## src/rtl/csi_rx_raw10_depack_pkg.sv

```systemverilog
`default_nettype none
// ============================================================================
// Module : csi_rx_raw10_depack_pkg
// Brief  : RAW10 pixel/group types and the 5-byte group unpack helper.
// Rev    : 1.0  initial release
// ============================================================================
package csi_rx_raw10_depack_pkg;

  localparam int RAW10_GRP_BYTES = 5;
  localparam int RAW10_PIX_W     = 10;

  typedef logic [RAW10_PIX_W-1:0]          raw10_pix_t;
  typedef raw10_pix_t [1:0]                raw10_pair_t;
  typedef raw10_pix_t [3:0]                raw10_quad_t;
  typedef logic [RAW10_GRP_BYTES-1:0][7:0] raw10_grp_t;

  // Bytes 0..3 carry the pixel MSBs, byte 4 packs the four 2-bit LSB fields.
  function automatic raw10_quad_t raw10_unpack(input raw10_grp_t grp);
    raw10_quad_t q;
    q[0] = {grp[0], grp[4][1:0]};
    q[1] = {grp[1], grp[4][3:2]};
    q[2] = {grp[2], grp[4][5:4]};
    q[3] = {grp[3], grp[4][7:6]};
    return q;
  endfunction

endpackage
`default_nettype wire

```

## src/rtl/csi_rx_raw10_stats.sv

```systemverilog
`default_nettype none
// ============================================================================
// Module : csi_rx_raw10_stats
// Brief  : Saturating pixels-per-line and lines-per-frame counters.
// Rev    : 1.0  initial release
// ============================================================================
module csi_rx_raw10_stats #(
  parameter int CNT_W = 12
) (
  input  logic             clock,
  input  logic             reset,
  input  logic             pix_vld,
  input  logic             line_act,
  input  logic             frame_act,
  output logic [CNT_W-1:0] stat_line_pix,
  output logic [CNT_W-1:0] stat_frm_lines
);

  localparam logic [CNT_W-1:0] c_cnt_max = '1;

  logic [CNT_W-1:0] r_pix_cnt;
  logic [CNT_W-1:0] r_line_cnt;
  logic             r_line_q;
  logic             r_frame_q;
  logic             w_line_fall;
  logic             w_frame_fall;

  assign w_line_fall  = r_line_q && !line_act;
  assign w_frame_fall = r_frame_q && !frame_act;

  always_ff @(posedge clock) begin
    if (!reset) begin
      r_pix_cnt      <= '0;
      r_line_cnt     <= '0;
      r_line_q       <= 1'b0;
      r_frame_q      <= 1'b0;
      stat_line_pix  <= '0;
      stat_frm_lines <= '0;
    end else begin
      r_line_q  <= line_act;
      r_frame_q <= frame_act;

      if (w_line_fall) begin
        stat_line_pix <= r_pix_cnt;
        r_pix_cnt     <= '0;
      end else if (line_act && pix_vld) begin
        // Two pixels per beat: saturate before the +2 can wrap.
        if (r_pix_cnt >= c_cnt_max - CNT_W'(1))
          r_pix_cnt <= c_cnt_max;
        else
          r_pix_cnt <= r_pix_cnt + CNT_W'(2);
      end

      if (w_frame_fall) begin
        stat_frm_lines <= r_line_cnt;
        r_line_cnt     <= '0;
      end else if (w_line_fall && frame_act && (r_line_cnt != c_cnt_max)) begin
        r_line_cnt <= r_line_cnt + CNT_W'(1);
      end
    end
  end

endmodule
`default_nettype wire

```

## src/rtl/csi_rx_raw10_depack.sv

```systemverilog
`default_nettype none
// ============================================================================
// Module : csi_rx_raw10_depack
// Brief  : CSI-2 RAW10 byte-stream to 2-pixel/cycle depacker with aligned
//          line/frame flags. Define CSI_RAW10_STATS_EN for line/frame stats.
// Rev    : 1.0  initial release
// ============================================================================
module csi_rx_raw10_depack
  import csi_rx_raw10_depack_pkg::*;
#(
  parameter int OUT_DLY = 3,
  parameter int CNT_W   = 12
) (
  input  logic             clock,
  input  logic             reset,
  input  logic             enable,
  input  logic [15:0]      in_dat,
  input  logic             in_vld,
  input  logic             in_line,
  input  logic             in_frame,
  output logic [19:0]      out_pix,
  output logic             out_vld,
  output logic             out_line,
  output logic             out_frame,
  output logic             err_partial,
  output logic [CNT_W-1:0] stat_line_pix,
  output logic [CNT_W-1:0] stat_frm_lines
);

  raw10_grp_t         r_acc;
  logic [2:0]         r_cnt;
  logic               r_line_d;
  raw10_pair_t        r_hold;
  logic               r_hold_vld;
  logic [OUT_DLY-1:0] r_line_sr;
  logic [OUT_DLY-1:0] r_frame_sr;

  logic        w_rise;
  logic        w_fall;
  logic        w_take;
  logic        w_done;
  logic [2:0]  w_base;
  logic [2:0]  w_cnt_nxt;
  raw10_grp_t  w_grp;
  raw10_grp_t  w_acc_nxt;
  raw10_quad_t w_quad;

  always_comb begin
    w_rise    = in_line && !r_line_d;
    w_fall    = !in_line && r_line_d;
    w_take    = in_vld && in_line && enable;
    w_base    = w_rise ? 3'd0 : r_cnt;
    w_grp     = r_acc;
    w_done    = 1'b0;
    w_cnt_nxt = w_base;
    if (w_take) begin
      case (w_base)
        3'd3: begin
          w_grp[3]  = in_dat[7:0];
          w_grp[4]  = in_dat[15:8];
          w_done    = 1'b1;
          w_cnt_nxt = 3'd0;
        end
        3'd4: begin
          w_grp[4]  = in_dat[7:0];
          w_done    = 1'b1;
          w_cnt_nxt = 3'd1;
        end
        default: begin
          w_grp[w_base]        = in_dat[7:0];
          w_grp[w_base + 3'd1] = in_dat[15:8];
          w_cnt_nxt            = w_base + 3'd2;
        end
      endcase
    end
    // The 6th byte of a group-completing beat starts the next group.
    w_acc_nxt = w_grp;
    if (w_take && (w_base == 3'd4))
      w_acc_nxt[0] = in_dat[15:8];
    w_quad = raw10_unpack(w_grp);
  end

  always_ff @(posedge clock) begin
    if (!reset) begin
      r_acc       <= '0;
      r_cnt       <= 3'd0;
      r_line_d    <= 1'b0;
      r_hold      <= '0;
      r_hold_vld  <= 1'b0;
      r_line_sr   <= '0;
      r_frame_sr  <= '0;
      out_pix     <= '0;
      out_vld     <= 1'b0;
      err_partial <= 1'b0;
    end else begin
      r_line_d   <= in_line;
      r_line_sr  <= {r_line_sr[OUT_DLY-2:0], in_line};
      r_frame_sr <= {r_frame_sr[OUT_DLY-2:0], in_frame};

      if (!enable) begin
        r_acc       <= '0;
        r_cnt       <= 3'd0;
        r_hold      <= '0;
        r_hold_vld  <= 1'b0;
        out_pix     <= '0;
        out_vld     <= 1'b0;
        err_partial <= 1'b0;
      end else begin
        r_acc       <= w_acc_nxt;
        r_cnt       <= w_fall ? 3'd0 : w_cnt_nxt;
        err_partial <= w_fall && (r_cnt != 3'd0);
        // Groups complete at least 2 cycles apart, so the hold never collides.
        if (w_done) begin
          out_pix    <= {w_quad[1], w_quad[0]};
          out_vld    <= 1'b1;
          r_hold     <= {w_quad[3], w_quad[2]};
          r_hold_vld <= 1'b1;
        end else if (r_hold_vld) begin
          out_pix    <= r_hold;
          out_vld    <= 1'b1;
          r_hold_vld <= 1'b0;
        end else begin
          out_pix    <= '0;
          out_vld    <= 1'b0;
        end
      end
    end
  end

  assign out_line  = r_line_sr[OUT_DLY-1];
  assign out_frame = r_frame_sr[OUT_DLY-1];

`ifdef CSI_RAW10_STATS_EN
  csi_rx_raw10_stats #(
    .CNT_W (CNT_W)
  ) u_stats (
    .clock          (clock),
    .reset          (reset),
    .pix_vld        (out_vld),
    .line_act       (out_line),
    .frame_act      (out_frame),
    .stat_line_pix  (stat_line_pix),
    .stat_frm_lines (stat_frm_lines)
  );
`else
  assign stat_line_pix  = '0;
  assign stat_frm_lines = '0;
`endif

endmodule
`default_nettype wire

```

## config.mk

```make
export PLATFORM = sky130hd
export DESIGN_NAME = csi_rx_raw10_depack
export DESIGN_NICKNAME = d
export VERILOG_FILES = /design/src/rtl/csi_rx_raw10_depack_pkg.sv /design/src/rtl/csi_rx_raw10_stats.sv /design/src/rtl/csi_rx_raw10_depack.sv
export SDC_FILE = /design/constraint.sdc
export NUM_CORES = 1
export LEC_CHECK = 0
export BUFFER_PORTS_ARGS = -buffer_cell sky130_fd_sc_hd__buf_2
export CAP_MARGIN = 25
export CORE_UTILIZATION = 45
export DETAILED_ROUTE_END_ITERATION = 10
export GPL_TIMING_DRIVEN = 0
export PLACE_DENSITY_LB_ADDON = 0.08
export SLEW_MARGIN = 10
export SYNTH_ARGS = -nofsm -noshare
export SYNTH_HDL_FRONTEND = slang
export SYNTH_HIERARCHICAL = 1
export SYNTH_SLANG_ARGS = --single-unit
```

## constraint.sdc

```tcl
create_clock -name clock -period 2.4 [get_ports clock]
set_input_delay 0.24 -clock clock [delete_from_list [all_inputs] [get_ports clock]]
set_output_delay 0.24 -clock clock [all_outputs]
set_load 0.005 [all_outputs]
```

* Yosys cells after proc, flatten, opt, wreduce, memory -nomap -nowiden
Index checks and enable logic that the tools add are counted.
** Operators by class
- $add $sub $neg :: 2
- Magnitude comparators :: 4
- Eq/ne operators :: 2
- Multiplexer cells :: 21
- Bitwise operators :: 2
- Reduce and logical (&&, ||, !) cells :: 14
** Operator list (number)
- bitwise mux 40 bit :: 2
- demux 8 bit (select 3 bit) :: 2
- 2-to-1 mux 20 bit :: 2
- 2-to-1 mux 40 bit :: 1
- one-hot mux 8 bit (2 select lines) :: 2
- 2-to-1 mux 24 bit :: 1
- 2-to-1 mux 8 bit :: 3
- logical AND 1 bit :: 8
- < comparator 3 x 4 -> 1 bit, second input constant :: 2
- >= comparator 3 x 1 -> 1 bit, second input constant :: 2
- 2-to-1 mux 3 bit :: 2
- one-hot mux 3 bit (2 select lines) :: 1
- 2-to-1 mux 1 bit :: 5
- adder 3 x 1 -> 3 bit, second input constant :: 1
- adder 3 x 2 -> 3 bit, second input constant :: 1
- equality test 3 x 2 -> 1 bit, second input constant :: 1
- equality test 3 bit, second input constant :: 1
- nonzero test 3 bit :: 1
- OR reduction 3 bit :: 1
- logical NOT 1 bit :: 2
- inverter 1 bit :: 2
- AND reduction 2 bit :: 1
- OR reduction 2 bit :: 1
** Word-level totals
- Flip-flop bits (word level) :: 93
- Input bits :: 22
- Logic and storage cells :: 60

* Depth between registers and ports, before layout
Gate-level depths: netlist of the first run.
- Depth in word-level cells :: 12
- Gate-level depth with buffers :: 14

* Worst setup path before layout of the first run
Ideal clock, no wire load.
- Kind :: register -> register
- Start :: register, netlist name r_line_sr[0]
- End :: register r_acc[6] (netlist bit)
- Library setup time :: 0.061 ns
- Arrival time :: 2.546 ns
- Path slack :: -0.207 ns
- Stages on the path, launching flop included :: 14
- Buffers on the path :: 3
- Period minus slack after synthesis :: 2.607 ns
- Path through :: dfxtp_1 > nand2b_1 > buf_4 > nand2_1 > inv_2 > buf_2 > ha_1 > ha_1 > nand2b_1 > clkbuf_1 > or3_1 > a21oi_2 > o221ai_1 > nand2_1
** RTL lines
- end signal: assignment :: line csi_rx_raw10_depack.sv:109 : r_acc <= w_acc_nxt;
- end: declaration :: line csi_rx_raw10_depack.sv:30 : raw10_grp_t r_acc;

==> results of run 1 <==
cells in the final DEF (no fill, tap or decap), drive strengths merged, types with 2 or more instances in the layout:
cell	instances
buf	93
dfxtp	84
nand2	41
a21oi	30
clkbuf	28
conb	24
o21ai	23
nor2	21
a22o	20
a22oi	18
nor3	15
o221a	13
inv	13
o211ai	12
nand3	10
and2	9
nor2b	9
o221ai	9
a21boi	8
a211oi	8
a31oi	8
nor4	8
a221oi	4
o2bb2ai	4
nand3b	4
ha	4
and3	3
o31ai	3
nand2b	3
clkinv	3
or3	2
o21a	2
a21o	2
routing by layer:
metal  routed length, um  global-route usage, %  part of all wire [%]  vias to the layer above
li1                    -                      -                     -                     1802
met1                5570                   37.7                    45                     1821
met2                5560                   45.9                    45                      186
met3                 876                   4.74                   7.1                       31
met4                 351                   13.1                   2.8                        0
met5                   0                      0                     0                        -
cell families (layout without fill, tap and decap cells):
logic type	after synthesis	after routing	synth area share, %
flops	84	84	42.2
buf+inv	71	138	9.70
fa+ha+maj	4	4	1.26
compound gates	166	166	30.9
simple gates	126	126	15.9
other cells	1	24	0.0941
cell type report:
type,instances,area [sq um]
clock inverter,6,70.1
tap,105,131
clock buffer,10,138
sequential,84,1690
inverter,11,48.8
fill,793,3470
timing repair buffer,54,305
multi-input combinational,320,2180
buffer,57,358
state kept, by name, summed over array words and instances (netlist names):
| name | cells |
|---|---|
| err_partial | 1 |
| out_pix | 20 |
| r_acc | 32 |
| r_hold_vld | 1 |
| out_vld | 1 |
| r_hold | 20 |
| r_line_sr | 3 |
| r_frame_sr | 3 |
| r_cnt | 3 |
metrics by stage:
stage | util (%) | cell area, sq um | worst slack [ps] | hold WS (ps)
2_1_floorplan | - | 4120 | 4.12 | 339
3_3_place_gp | 53.4 | 4480 | -357 | 415
3_5_place_dp | 53.4 | 4480 | -391 | 426
4_1_cts | 57.9 | 4850 | 4.45 | 67.7
5_1_grt | 58.7 | 4920 | 16.9 | 84.9
6_report | 58.7 | 4920 | 111 | 81.5
worst paths after layout:
check	from	slack [ps]	to	depth (start not counted)
worst max-delay path	r_line_sr[0]	110	r_acc[1]	12
worst min register to register	r_frame_sr[1]	440	r_frame_sr[2]	1
worst min-delay path	in_frame	80	r_frame_sr[0]	2
worst max register to register	r_line_sr[0]	110	r_acc[1]	12
power by group through the flow:
stage	combinational, mW	clock, mW	sequential [mW]
final	0.237	1.07	1.41
after global routing	0.253	1.14	1.41
after CTS	0.224	1.09	1.41
after detailed placement	0.212	0	1.44
after global placement	0.212	0	1.44
after floorplan	0.130	0	1.44
timing repair:
item,in CTS,in global routing
buffers inserted,8,1
hold buffers,0,0
gates resized for setup,25,13
pin swaps,7,8
cloned,0,0
endpoints found under the setup margin,75,27
==> impl_metrics.prom, run 1 <==
# TYPE chip_impl_metric gauge
chip_impl_info{name="timing.critical_path.to_type",value="register"} 1
chip_impl_metric{name="syn_avg_cell_area",unit="sq um"} 8.82
chip_impl_metric{name="detail_route.drc_violations",unit=""} 0
chip_impl_metric{name="dp_hpwl",unit="um"} 8890
chip_impl_info{name="synth_top_cells_by_area",value="sky130_fd_sc_hd__dfxtp_1 (42%), sky130_fd_sc_hd__buf_4 (5.5%), sky130_fd_sc_hd__a22o_1 (4.4%), sky130_fd_sc_hd__nand2_1 (3.9%), sky130_fd_sc_hd__o221a_2 (3.7%)"} 1
chip_impl_metric{name="power.static_leakage",unit="nW"} 1.93
chip_impl_metric{name="drt-pass1-iter-count",unit=""} 5
chip_impl_metric{name="power_frac_seq",unit="%"} 51.9
chip_impl_metric{name="postSynth.asyncResetShare",unit="%"} 0
chip_impl_metric{name="max_cap_violations",unit=""} 0
chip_impl_metric{name="synthesis.yosys.warnings",unit=""} 6
chip_impl_metric{name="route.detailed.wl_per_inst",unit="um"} 19.1
chip_impl_metric{name="drive_gt1_share",unit="%"} 29.0
chip_impl_info{name="most_numerous_cell_types_in_the_synthesized_netlist",value="sky130_fd_sc_hd__dfxtp_1 (84), sky130_fd_sc_hd__nand2_1 (41), sky130_fd_sc_hd__buf_4 (29), sky130_fd_sc_hd__a21oi_1 (28), sky130_fd_sc_hd__o21ai_0 (22)"} 1
chip_impl_metric{name="synth-seq-area-share",unit="%"} 42.2
chip_impl_metric{name="final_max_slew_viol_count",unit=""} 0
chip_impl_metric{name="synth_top_cell_area_share",unit="%"} 42.2
chip_impl_info{name="ys_dominant_reg_cell",value="sky130_fd_sc_hd__dfxtp_1"} 1
chip_impl_metric{name="antenna_cells_inserted",unit=""} 0
chip_impl_info{name="cts_tree",value="yes"} 1
chip_impl_info{name="run_status",value="complete, no violations"} 1
chip_impl_info{name="timing.critical_path.cells",value="nand2b_4, nand2_8, inv_8, buf_8, ha_4, ha_4, nand2b_4, or3_4, a21oi_4, buf_12, o221ai_1, nand2_1"} 1
chip_impl_metric{name="fin_worst_skew",unit="ps"} 11.1
chip_impl_metric{name="worstPathBufferInverterCount",unit=""} 3
chip_impl_info{name="hold_class",value="input pin to register"} 1
chip_impl_metric{name="num-nets-final",unit=""} 563
chip_impl_metric{name="post-route-min-period",unit="ps"} 2290
chip_impl_metric{name="syn_area",unit="sq um"} 3990
chip_impl_metric{name="yosys_register_bits",unit=""} 84
chip_impl_metric{name="ir_worst_vdd",unit="mV"} 0.322
chip_impl_metric{name="report.final.setup_viol",unit=""} 0
chip_impl_metric{name="dieHeight",unit="um"} 96.1
chip_impl_metric{name="period_share",unit="%"} 95.4
chip_impl_metric{name="die_w",unit="um"} 96.1
chip_impl_metric{name="cts.htree.levels",unit=""} 3
chip_impl_metric{name="power.switching",unit="mW"} 0.708
chip_impl_metric{name="comb_power_share",unit="%"} 8.7
chip_impl_info{name="crit_type",value="register to register"} 1
chip_impl_metric{name="number_of_antenna_violations_at_the_first_check_in_global_routing",unit=""} 0
chip_impl_metric{name="routed-via-count",unit=""} 3840
chip_impl_metric{name="slew_hr",unit="%"} 39.9
chip_impl_metric{name="power.share.switching",unit="%"} 26.1
chip_impl_metric{name="gpl.final_weighted_congestion",unit=""} 0.986
chip_impl_metric{name="full_die_area",unit="sq um"} 9240
chip_impl_info{name="critical_path.slowest_cell",value="sky130_fd_sc_hd__or3_4"} 1
chip_impl_info{name="rsz0062_at_grt",value="no"} 1
chip_impl_metric{name="first_global_vias",unit=""} 3669
chip_impl_metric{name="rows",unit=""} 33
chip_impl_metric{name="cts.reportedPaths.clkPinSlew",unit="ps"} 90
chip_impl_metric{name="initial_utilization",unit="%"} 47.6
chip_impl_metric{name="core",unit="sq um"} 8380
chip_impl_metric{name="power.share.clock",unit="%"} 39.4
chip_impl_metric{name="clock_latency_of_the_later_clocked_register_in_the_worst_skew_pair",unit="ps"} 360
chip_impl_metric{name="power.internal",unit="mW"} 2.01
chip_impl_metric{name="wl",unit="um"} 12400
chip_impl_metric{name="grt_first_pass_wirelength",unit="um"} 19500
chip_impl_info{name="crit_path_start_kind",value="register"} 1
chip_impl_metric{name="grt-ovfl-total",unit=""} 0
chip_impl_metric{name="synthCells",unit=""} 452
chip_impl_metric{name="floorplan.io_pins",unit=""} 70
chip_impl_metric{name="grt_util_all_layers",unit="%"} 28.7
chip_impl_metric{name="fin_total_pwr",unit="mW"} 2.72
chip_impl_metric{name="critical_path_arrival",unit="ps"} 2590
chip_impl_metric{name="max_slew.worst_pin.slew",unit="ps"} 892
chip_impl_metric{name="report.final.hold_viol_count",unit=""} 0
chip_impl_info{name="yosysTopAreaCell",value="sky130_fd_sc_hd__dfxtp_1"} 1
chip_impl_metric{name="post_synth_num_cell_types",unit=""} 46
chip_impl_metric{name="crit_fanout",unit=""} 8
chip_impl_metric{name="cts.sinks",unit=""} 84
chip_impl_metric{name="synth_edf_count",unit=""} 0
chip_impl_metric{name="final_cells",unit=""} 647
chip_impl_info{name="cpLargestDelayFamily",value="simple AND/OR/NAND/NOR gates"} 1
chip_impl_metric{name="detailedRoute.firstIterationViolations",unit=""} 394
chip_impl_metric{name="finalSetupTns",unit="ps"} 0
chip_impl_metric{name="max_freq",unit="GHz"} 0.437
chip_impl_metric{name="cts.path.max_buffers",unit=""} 2
chip_impl_metric{name="pin_count_of_the_biggest_net_entering_global_routing",unit=""} 16
chip_impl_metric{name="worst_ep_required_time",unit="ps"} 2700
chip_impl_metric{name="placed_cell_count",unit=""} 625
chip_impl_metric{name="drtAntennaViolNets",unit=""} 0
chip_impl_metric{name="io_buffers",unit=""} 45
chip_impl_metric{name="numCtsBuffers",unit=""} 9
chip_impl_metric{name="power_density",unit="nW/um^2"} 553
chip_impl_info{name="clock_tree.root_cell",value="sky130_fd_sc_hd__clkbuf_8"} 1
chip_impl_info{name="synth.most_common_cell",value="sky130_fd_sc_hd__dfxtp_1"} 1
chip_impl_metric{name="layout-area-overhead-vs-synth",unit="%"} 23.3
chip_impl_metric{name="avgViaCountPerCell",unit=""} 5.94
chip_impl_metric{name="worst_path_largest_cell_delay",unit="ps"} 400
Note: power is estimated with default switching activity, not from simulation.
==> inputs of run 2 (changes only) <==
Settings changed: SYNTH_HIERARCHICAL 1 to unset.
Clock period 2.4 ns to 2.7 ns, I/O delays scaled along.
==> run 2 against run 1 <==
Net effect: final area fell by 2.7%; flip-flop and latch count did not move; die area did not move; synthesized area did not move.
==> impl_metrics.prom, run 2 <==
# TYPE chip_impl_metric gauge
chip_impl_info{name="run_status",value="complete, no violations"} 1
chip_impl_info{name="mostFrequentLayoutCells",value="sky130_fd_sc_hd__dfxtp_1 (83), sky130_fd_sc_hd__buf_2 (50), sky130_fd_sc_hd__nand2_1 (39)"} 1
chip_impl_metric{name="core",unit="sq um"} 8380
chip_impl_info{name="synth_top_cells_by_area",value="sky130_fd_sc_hd__dfxtp_1 (42%), sky130_fd_sc_hd__buf_4 (5.5%), sky130_fd_sc_hd__a22o_1 (4.4%), sky130_fd_sc_hd__nand2_1 (3.9%), sky130_fd_sc_hd__o221a_2 (3.7%)"} 1
chip_impl_metric{name="critical_path_arrival",unit="ps"} 2880
chip_impl_info{name="largest_register",value="r_acc"} 1
chip_impl_metric{name="max_slew.worst_pin.slew",unit="ps"} 756
chip_impl_metric{name="detail_route.drc_violations",unit=""} 0
chip_impl_metric{name="slew_hr",unit="%"} 49.1
chip_impl_metric{name="synth_top_cell_area_share",unit="%"} 42.2
chip_impl_info{name="ys_dominant_reg_cell",value="sky130_fd_sc_hd__dfxtp_1"} 1
chip_impl_info{name="timing.critical_path.cells",value="nand2b_1, buf_4, nand2_4, inv_2, buf_6, ha_1, ha_4, a31oi_2, buf_6, nor2_4, clkbuf_4, a22o_1"} 1
chip_impl_metric{name="postSynth.asyncResetShare",unit="%"} 0
chip_impl_metric{name="synth-seq-area-share",unit="%"} 42.2
chip_impl_metric{name="detailedRoute.firstIterationViolations",unit=""} 400
chip_impl_metric{name="max_freq",unit="GHz"} 0.384
chip_impl_metric{name="num-nets-final",unit=""} 558
chip_impl_metric{name="rows",unit=""} 33
chip_impl_info{name="synth.most_common_cell",value="sky130_fd_sc_hd__dfxtp_1"} 1
chip_impl_info{name="cts_tree",value="yes"} 1
chip_impl_info{name="critical-path-top-cell-by-count",value="sky130_fd_sc_hd__buf_6"} 1
chip_impl_metric{name="final_cells",unit=""} 642
chip_impl_metric{name="placedInstanceArea",unit="sq um"} 4430
chip_impl_metric{name="layout-area-overhead-vs-synth",unit="%"} 20.0
chip_impl_metric{name="worst_ep_required_time",unit="ps"} 2970
chip_impl_metric{name="worst_hold_slack",unit="ps"} 105
chip_impl_metric{name="postLayoutCellArea",unit="sq um"} 4780
chip_impl_metric{name="syn_area",unit="sq um"} 3990
chip_impl_metric{name="drive_gt1_share",unit="%"} 26.6
chip_impl_info{name="most_frequent_standard_cell_in_the_layout_excluding_fill_and_tap_cells",value="sky130_fd_sc_hd__dfxtp_1"} 1
chip_impl_metric{name="report.final.hold_viol_count",unit=""} 0
chip_impl_metric{name="power.static_leakage",unit="nW"} 1.90
chip_impl_metric{name="placed_cell_count",unit=""} 625
chip_impl_metric{name="initial_utilization",unit="%"} 47.6
chip_impl_info{name="rsz0062_at_grt",value="yes"} 1
chip_impl_metric{name="yosys_register_bits",unit=""} 84
chip_impl_metric{name="numCtsBuffers",unit=""} 9
chip_impl_metric{name="cts.reportedPaths.clkPinSlew",unit="ps"} 90
chip_impl_metric{name="syn_avg_cell_area",unit="sq um"} 8.82
chip_impl_metric{name="drtAntennaViolNets",unit=""} 0
chip_impl_metric{name="cts.path.max_buffers",unit=""} 2
chip_impl_metric{name="first_global_vias",unit=""} 3529
chip_impl_info{name="crit_path_start_kind",value="register"} 1
chip_impl_metric{name="synth_edf_count",unit=""} 0
chip_impl_metric{name="synthesis.yosys.warnings",unit=""} 0
chip_impl_metric{name="cts.sinks",unit=""} 84
chip_impl_metric{name="final_max_slew_viol_count",unit=""} 0
chip_impl_metric{name="die_w",unit="um"} 96.1
chip_impl_info{name="top_regs",value="r_acc: 32 flops, out_pix: 20 flops, r_hold: 20 flops"} 1
chip_impl_metric{name="pin_count_of_the_biggest_net_entering_global_routing",unit=""} 16
chip_impl_info{name="timing.critical_path.to_type",value="register"} 1
chip_impl_metric{name="drt-pass1-iter-count",unit=""} 5
chip_impl_metric{name="grt-ovfl-total",unit=""} 0
chip_impl_info{name="hold_class",value="input pin to register"} 1
chip_impl_info{name="critical_path.slowest_cell",value="sky130_fd_sc_hd__dfxtp_2"} 1
chip_impl_metric{name="io_buffers",unit=""} 45
chip_impl_info{name="most_numerous_cell_types_in_the_synthesized_netlist",value="sky130_fd_sc_hd__dfxtp_1 (84), sky130_fd_sc_hd__nand2_1 (41), sky130_fd_sc_hd__buf_4 (29), sky130_fd_sc_hd__a21oi_1 (28), sky130_fd_sc_hd__o21ai_0 (22)"} 1
chip_impl_metric{name="post-route-min-period",unit="ps"} 2610
chip_impl_info{name="cpLargestDelayFamily",value="buffers and inverters"} 1
chip_impl_metric{name="report.final.setup_viol",unit=""} 0
chip_impl_metric{name="dieHeight",unit="um"} 96.1
chip_impl_metric{name="cts.htree.levels",unit=""} 3
chip_impl_metric{name="fin_total_pwr",unit="mW"} 2.41
chip_impl_metric{name="period_share",unit="%"} 96.6
chip_impl_metric{name="fin_worst_skew",unit="ps"} 11.1
chip_impl_metric{name="grt_first_pass_wirelength",unit="um"} 19100
chip_impl_metric{name="gpl.final_weighted_congestion",unit=""} 0.961
chip_impl_metric{name="wl",unit="um"} 12100
chip_impl_metric{name="worst_path_largest_cell_delay",unit="ps"} 350
chip_impl_metric{name="antenna_cells_inserted",unit=""} 0
chip_impl_metric{name="avgViaCountPerCell",unit=""} 5.93
chip_impl_metric{name="power_density",unit="nW/um^2"} 504
chip_impl_metric{name="flip_flop_count_of_the_largest_register_all_copies_and_words_added",unit=""} 32
chip_impl_metric{name="routed-via-count",unit=""} 3804
chip_impl_metric{name="full_die_area",unit="sq um"} 9240
chip_impl_info{name="crit_type",value="register to register"} 1
chip_impl_metric{name="clock_latency_of_the_later_clocked_register_in_the_worst_skew_pair",unit="ps"} 370
chip_impl_metric{name="post_synth_num_cell_types",unit=""} 46
chip_impl_info{name="clock_tree.root_cell",value="sky130_fd_sc_hd__clkbuf_8"} 1
chip_impl_metric{name="grt_util_all_layers",unit="%"} 28.2
chip_impl_metric{name="floorplan.io_pins",unit=""} 70
chip_impl_metric{name="ir_worst_vdd",unit="mV"} 0.215
chip_impl_metric{name="worstPathBufferInverterCount",unit=""} 5
chip_impl_metric{name="synthCells",unit=""} 452
chip_impl_metric{name="crit_fanout",unit=""} 10
chip_impl_metric{name="max_cap_violations",unit=""} 0
chip_impl_metric{name="number_of_antenna_violations_at_the_first_check_in_global_routing",unit=""} 0
chip_impl_metric{name="route.detailed.wl_per_inst",unit="um"} 18.8
chip_impl_info{name="yosysTopAreaCell",value="sky130_fd_sc_hd__dfxtp_1"} 1
chip_impl_metric{name="dp_hpwl",unit="um"} 8770
## run 2: cell counts after synthesis
Identical to the previous run, type by type.
## run 2: metal layers
metal	vias to the layer above	track usage [%]	share of wire (%)
met2	201	42.9	44
met4	0	13.6	3.4
met5	-	0	0
met1	1774	37.5	44
met3	32	6.40	9.0
li1	1797	-	-
## run 2: final timing paths
check	from	endpoint	slack [ps]	depth (start not counted)
max	r_line_sr[0]	out_pix[9]	90	12
min	in_frame	r_frame_sr[0]	110	2
max reg2reg	r_line_sr[0]	out_pix[9]	90	12
min reg2reg	r_line_sr[1]	r_line_sr[2]	440	1
## run 2: final cells by class
type	count	area, sq um
Fill cell	782	3600
Multi-Input combinational cell	320	2110
Sequential cell	84	1680
Buffer	58	360
Timing Repair Buffer	48	248
Clock buffer	10	138
Tap cell	105	131
Clock inverter	6	71.3
Inverter	11	41.3
## run 2: power by group
part           internal [mW]  switching [mW]  total, mW
combinational         0.0719           0.129      0.201
clock                  0.461           0.497      0.958
sequential              1.25         0.00528       1.25
total                   1.78           0.632       2.41
## run 2: through the flow
step	util, %	setup TNS, ps	worst slack, ps
5_1_grt	57.1	-24.7	-10.0
2_1_floorplan	-	0	92.6
6_report	57.1	0	92.7
4_1_cts	56.5	0	27.9
3_3_place_gp	52.8	-24050	-519
3_5_place_dp	52.8	-24880	-522
## run 2: timing repair
action	CTS	global route
gates resized for setup	20	11
pin swaps	2	3
endpoints found under the hold margin	0	0
buffers inserted	2	1
hold buffers	0	0
setup endpoints to repair	77	47
cloned	0	0
## run 2: kinds of logic after synthesis
group / after synthesis / synth area share, %
adder cells (fa/ha/maj): 4 / 1.26
other: 1 / 0.0941
AND/OR/NAND/NOR: 126 / 15.9
flip-flops: 84 / 42.2
buffers and inverters: 71 / 9.70
AO/OA/AOI/OAI: 166 / 30.9
==> inputs of run 3 (changes only) <==
Clock period 2.7 ns to 3 ns, I/O delays scaled along.
==> run 3 against run 2 <==
Net effect: first-iteration DRC count up 1.8%; combinational power down 11%; total power down 10%; non-clock buffer count down 3; utilization down 1.0 points; highest routed layer unchanged; via count down 1.5%; maximum frequency down 9.3%.
==> impl_metrics.prom, run 3 (same netlist as run 2, synthesis figures left out) <==
# TYPE chip_impl_metric gauge
chip_impl_info{name="run_status",value="complete, no violations"} 1
chip_impl_metric{name="reg2reg_depth",unit=""} 12
chip_impl_metric{name="max_freq",unit="GHz"} 0.348
chip_impl_metric{name="cts.htree.levels",unit=""} 3
chip_impl_metric{name="slew_hr",unit="%"} 37.5
chip_impl_metric{name="die_w",unit="um"} 96.1
chip_impl_metric{name="max_slew.worst_pin.slew",unit="ps"} 930
chip_impl_metric{name="post-route-min-period",unit="ps"} 2870
chip_impl_metric{name="final_core_utilization",unit="%"} 56.1
chip_impl_metric{name="flip_flop_count_of_the_largest_register_all_copies_and_words_added",unit=""} 32
chip_impl_info{name="critical_path.slowest_cell",value="sky130_fd_sc_hd__or3_4"} 1
chip_impl_metric{name="detail_route.drc_violations",unit=""} 0
chip_impl_metric{name="grt-ovfl-total",unit=""} 0
chip_impl_metric{name="pin_count_of_the_biggest_net_entering_global_routing",unit=""} 16
chip_impl_metric{name="worst_ep_required_time",unit="ps"} 3290
chip_impl_metric{name="placedInstanceArea",unit="sq um"} 4430
chip_impl_metric{name="power.static_leakage",unit="nW"} 1.86
chip_impl_metric{name="finalSetupTns",unit="ps"} 0
chip_impl_metric{name="num-nets-final",unit=""} 555
chip_impl_info{name="timing.critical_path.cells",value="nand2b_1, buf_4, nand2_2, inv_2, clkbuf_4, ha_1, ha_2, nand2_2, or3_4, a21oi_4, nor2_1, a211oi_2"} 1
chip_impl_metric{name="avgViaCountPerCell",unit=""} 5.87
chip_impl_metric{name="clock_latency_of_the_later_clocked_register_in_the_worst_skew_pair",unit="ps"} 370
chip_impl_metric{name="detailedRoute.firstIterationViolations",unit=""} 407
chip_impl_info{name="crit_type",value="register to register"} 1
chip_impl_metric{name="report.final.setup_viol",unit=""} 0
chip_impl_metric{name="antenna_cells_inserted",unit=""} 0
chip_impl_metric{name="layout-area-overhead-vs-synth",unit="%"} 17.9
chip_impl_metric{name="cts.sinks",unit=""} 84
chip_impl_info{name="worstReg2RegStart",value="r_line_sr[0]"} 1
chip_impl_metric{name="route.detailed.wl_per_inst",unit="um"} 18.8
chip_impl_info{name="clock_tree.root_cell",value="sky130_fd_sc_hd__clkbuf_8"} 1
chip_impl_metric{name="cts_hold_buf",unit=""} 0
chip_impl_metric{name="io_buffers",unit=""} 45
chip_impl_metric{name="worst_slack",unit="ps"} 127
chip_impl_metric{name="cts.path.max_buffers",unit=""} 2
chip_impl_info{name="most_frequent_standard_cell_in_the_layout_excluding_fill_and_tap_cells",value="sky130_fd_sc_hd__dfxtp_1"} 1
chip_impl_metric{name="routed-via-count",unit=""} 3748
chip_impl_metric{name="postLayoutCellArea",unit="sq um"} 4700
chip_impl_metric{name="worst_hold_slack",unit="ps"} 134
chip_impl_metric{name="initial_utilization",unit="%"} 47.6
chip_impl_metric{name="dieHeight",unit="um"} 96.1
chip_impl_metric{name="critical_path_arrival",unit="ps"} 3160
chip_impl_metric{name="core",unit="sq um"} 8380
chip_impl_metric{name="number_of_antenna_violations_at_the_first_check_in_global_routing",unit=""} 0
chip_impl_metric{name="power_density",unit="nW/um^2"} 462
chip_impl_metric{name="gpl.final_weighted_congestion",unit=""} 0.961
chip_impl_info{name="cts_tree",value="yes"} 1
chip_impl_metric{name="full_die_area",unit="sq um"} 9240
chip_impl_metric{name="placed_cell_count",unit=""} 625
chip_impl_metric{name="report.final.hold_viol_count",unit=""} 0
chip_impl_metric{name="cts.reportedPaths.clkPinSlew",unit="ps"} 90
chip_impl_metric{name="floorplan.io_pins",unit=""} 70
chip_impl_metric{name="final_max_slew_viol_count",unit=""} 0
chip_impl_metric{name="max_cap_violations",unit=""} 0
chip_impl_info{name="worst_hold_startpoint",value="in_frame"} 1
chip_impl_metric{name="grt_util_all_layers",unit="%"} 27.9
chip_impl_info{name="critical-path-top-cell-by-count",value="sky130_fd_sc_hd__nand2_2"} 1
chip_impl_metric{name="placement.setup.worst_slack",unit="ps"} -222
chip_impl_metric{name="power.internal",unit="mW"} 1.60
chip_impl_metric{name="worst_path_largest_cell_delay",unit="ps"} 380
chip_impl_info{name="crit_path_start_kind",value="register"} 1
chip_impl_info{name="largest_register",value="r_acc"} 1
chip_impl_metric{name="fin_worst_skew",unit="ps"} 7.11
chip_impl_metric{name="dp_hpwl",unit="um"} 8770
chip_impl_info{name="hold_class",value="input pin to register"} 1
chip_impl_info{name="top_regs",value="r_acc: 32 flops, out_pix: 20 flops, r_hold: 20 flops"} 1
chip_impl_metric{name="drt-pass1-iter-count",unit=""} 5
chip_impl_metric{name="rows",unit=""} 33
chip_impl_metric{name="power_frac_seq",unit="%"} 51.9
chip_impl_metric{name="drtAntennaViolNets",unit=""} 0
chip_impl_metric{name="numCtsBuffers",unit=""} 9
chip_impl_metric{name="power.share.clock",unit="%"} 39.8
chip_impl_metric{name="r2r_slack",unit="ps"} 130
chip_impl_metric{name="power.share.switching",unit="%"} 26.2
chip_impl_metric{name="drive_gt1_share",unit="%"} 25.3
chip_impl_metric{name="period_share",unit="%"} 95.8
chip_impl_info{name="timing.critical_path.to_type",value="register"} 1
chip_impl_metric{name="final_cells",unit=""} 639
chip_impl_metric{name="ir_worst_vdd",unit="mV"} 0.189
chip_impl_metric{name="power.switching",unit="mW"} 0.569
chip_impl_metric{name="holdPathStages",unit=""} 2
chip_impl_metric{name="fin_total_pwr",unit="mW"} 2.17
chip_impl_info{name="mostFrequentLayoutCells",value="sky130_fd_sc_hd__dfxtp_1 (84), sky130_fd_sc_hd__buf_2 (51), sky130_fd_sc_hd__nand2_1 (39)"} 1
chip_impl_info{name="timing.critical_path.from",value="r_line_sr[0]"} 1
chip_impl_metric{name="crit_fanout",unit=""} 10
chip_impl_metric{name="first_global_vias",unit=""} 3479
chip_impl_metric{name="comb_power_share",unit="%"} 8.3
chip_impl_metric{name="num-fill-cells",unit=""} 787
chip_impl_metric{name="wl",unit="um"} 12000
chip_impl_metric{name="grt_first_pass_wirelength",unit="um"} 18900
==> run 3: repair_timing <==
action | in CTS | in global routing
setup buffers | 0 | 0
setup endpoints to repair | 54 | 51
hold endpoints to repair | 0 | 0
pin swaps | 0 | 1
resized for setup | 5 | 13
gates cloned | 0 | 0
==> run 3: final cells by class <==
type                            count  area (sq um)  area share, %
Multi-Input combinational cell    320          2060           43.9
Sequential cell                    84          1680           35.8
Clock buffer                       10           138           2.93
Inverter                           11          41.3          0.879
Clock inverter                      6          71.3           1.52
Timing Repair Buffer               45           225           4.79
Buffer                             58           348           7.40
Tap cell                          105           131           2.80
==> run 3: path summary, 6_finish.rpt <==
check	endpoint
worst max-delay path	r_acc[23]
worst min-delay path	r_frame_sr[0]
worst max register to register	r_acc[23]
worst min register to register	r_line_sr[2]
==> run 3: layer usage <==
layer | wire, um | share of wire [%] | vias to the layer above | global-route usage (%)
met2 | 5270 | 44 | 194 | 42.4
met3 | 1000 | 8.3 | 29 | 5.61
li1 | - | - | 1788 | -
met5 | 0 | 0 | - | 0
met1 | 5370 | 45 | 1737 | 37.5
met4 | 388 | 3.2 | 0 | 13.6
==> run 3: power by group through the flow <==
stage	clock (mW)	combinational, mW	sequential, mW
6_report	0.864	0.179	1.13
5_1_grt	0.919	0.192	1.13
4_1_cts	0.875	0.172	1.13
3_5_place_dp	0	0.171	1.15
3_3_place_gp	0	0.170	1.15
2_1_floorplan	0	0.102	1.15
==> run 3: critical path, delay by kind of cell (launching register included) <==
kind                     cells  cell delay, ps
AND/OR/NAND/NOR              5             920
adder cells (fa/ha/maj)      2             540
buffers and inverters        3             510
AO/OA/AOI/OAI                2             460
flip-flops                   1             350
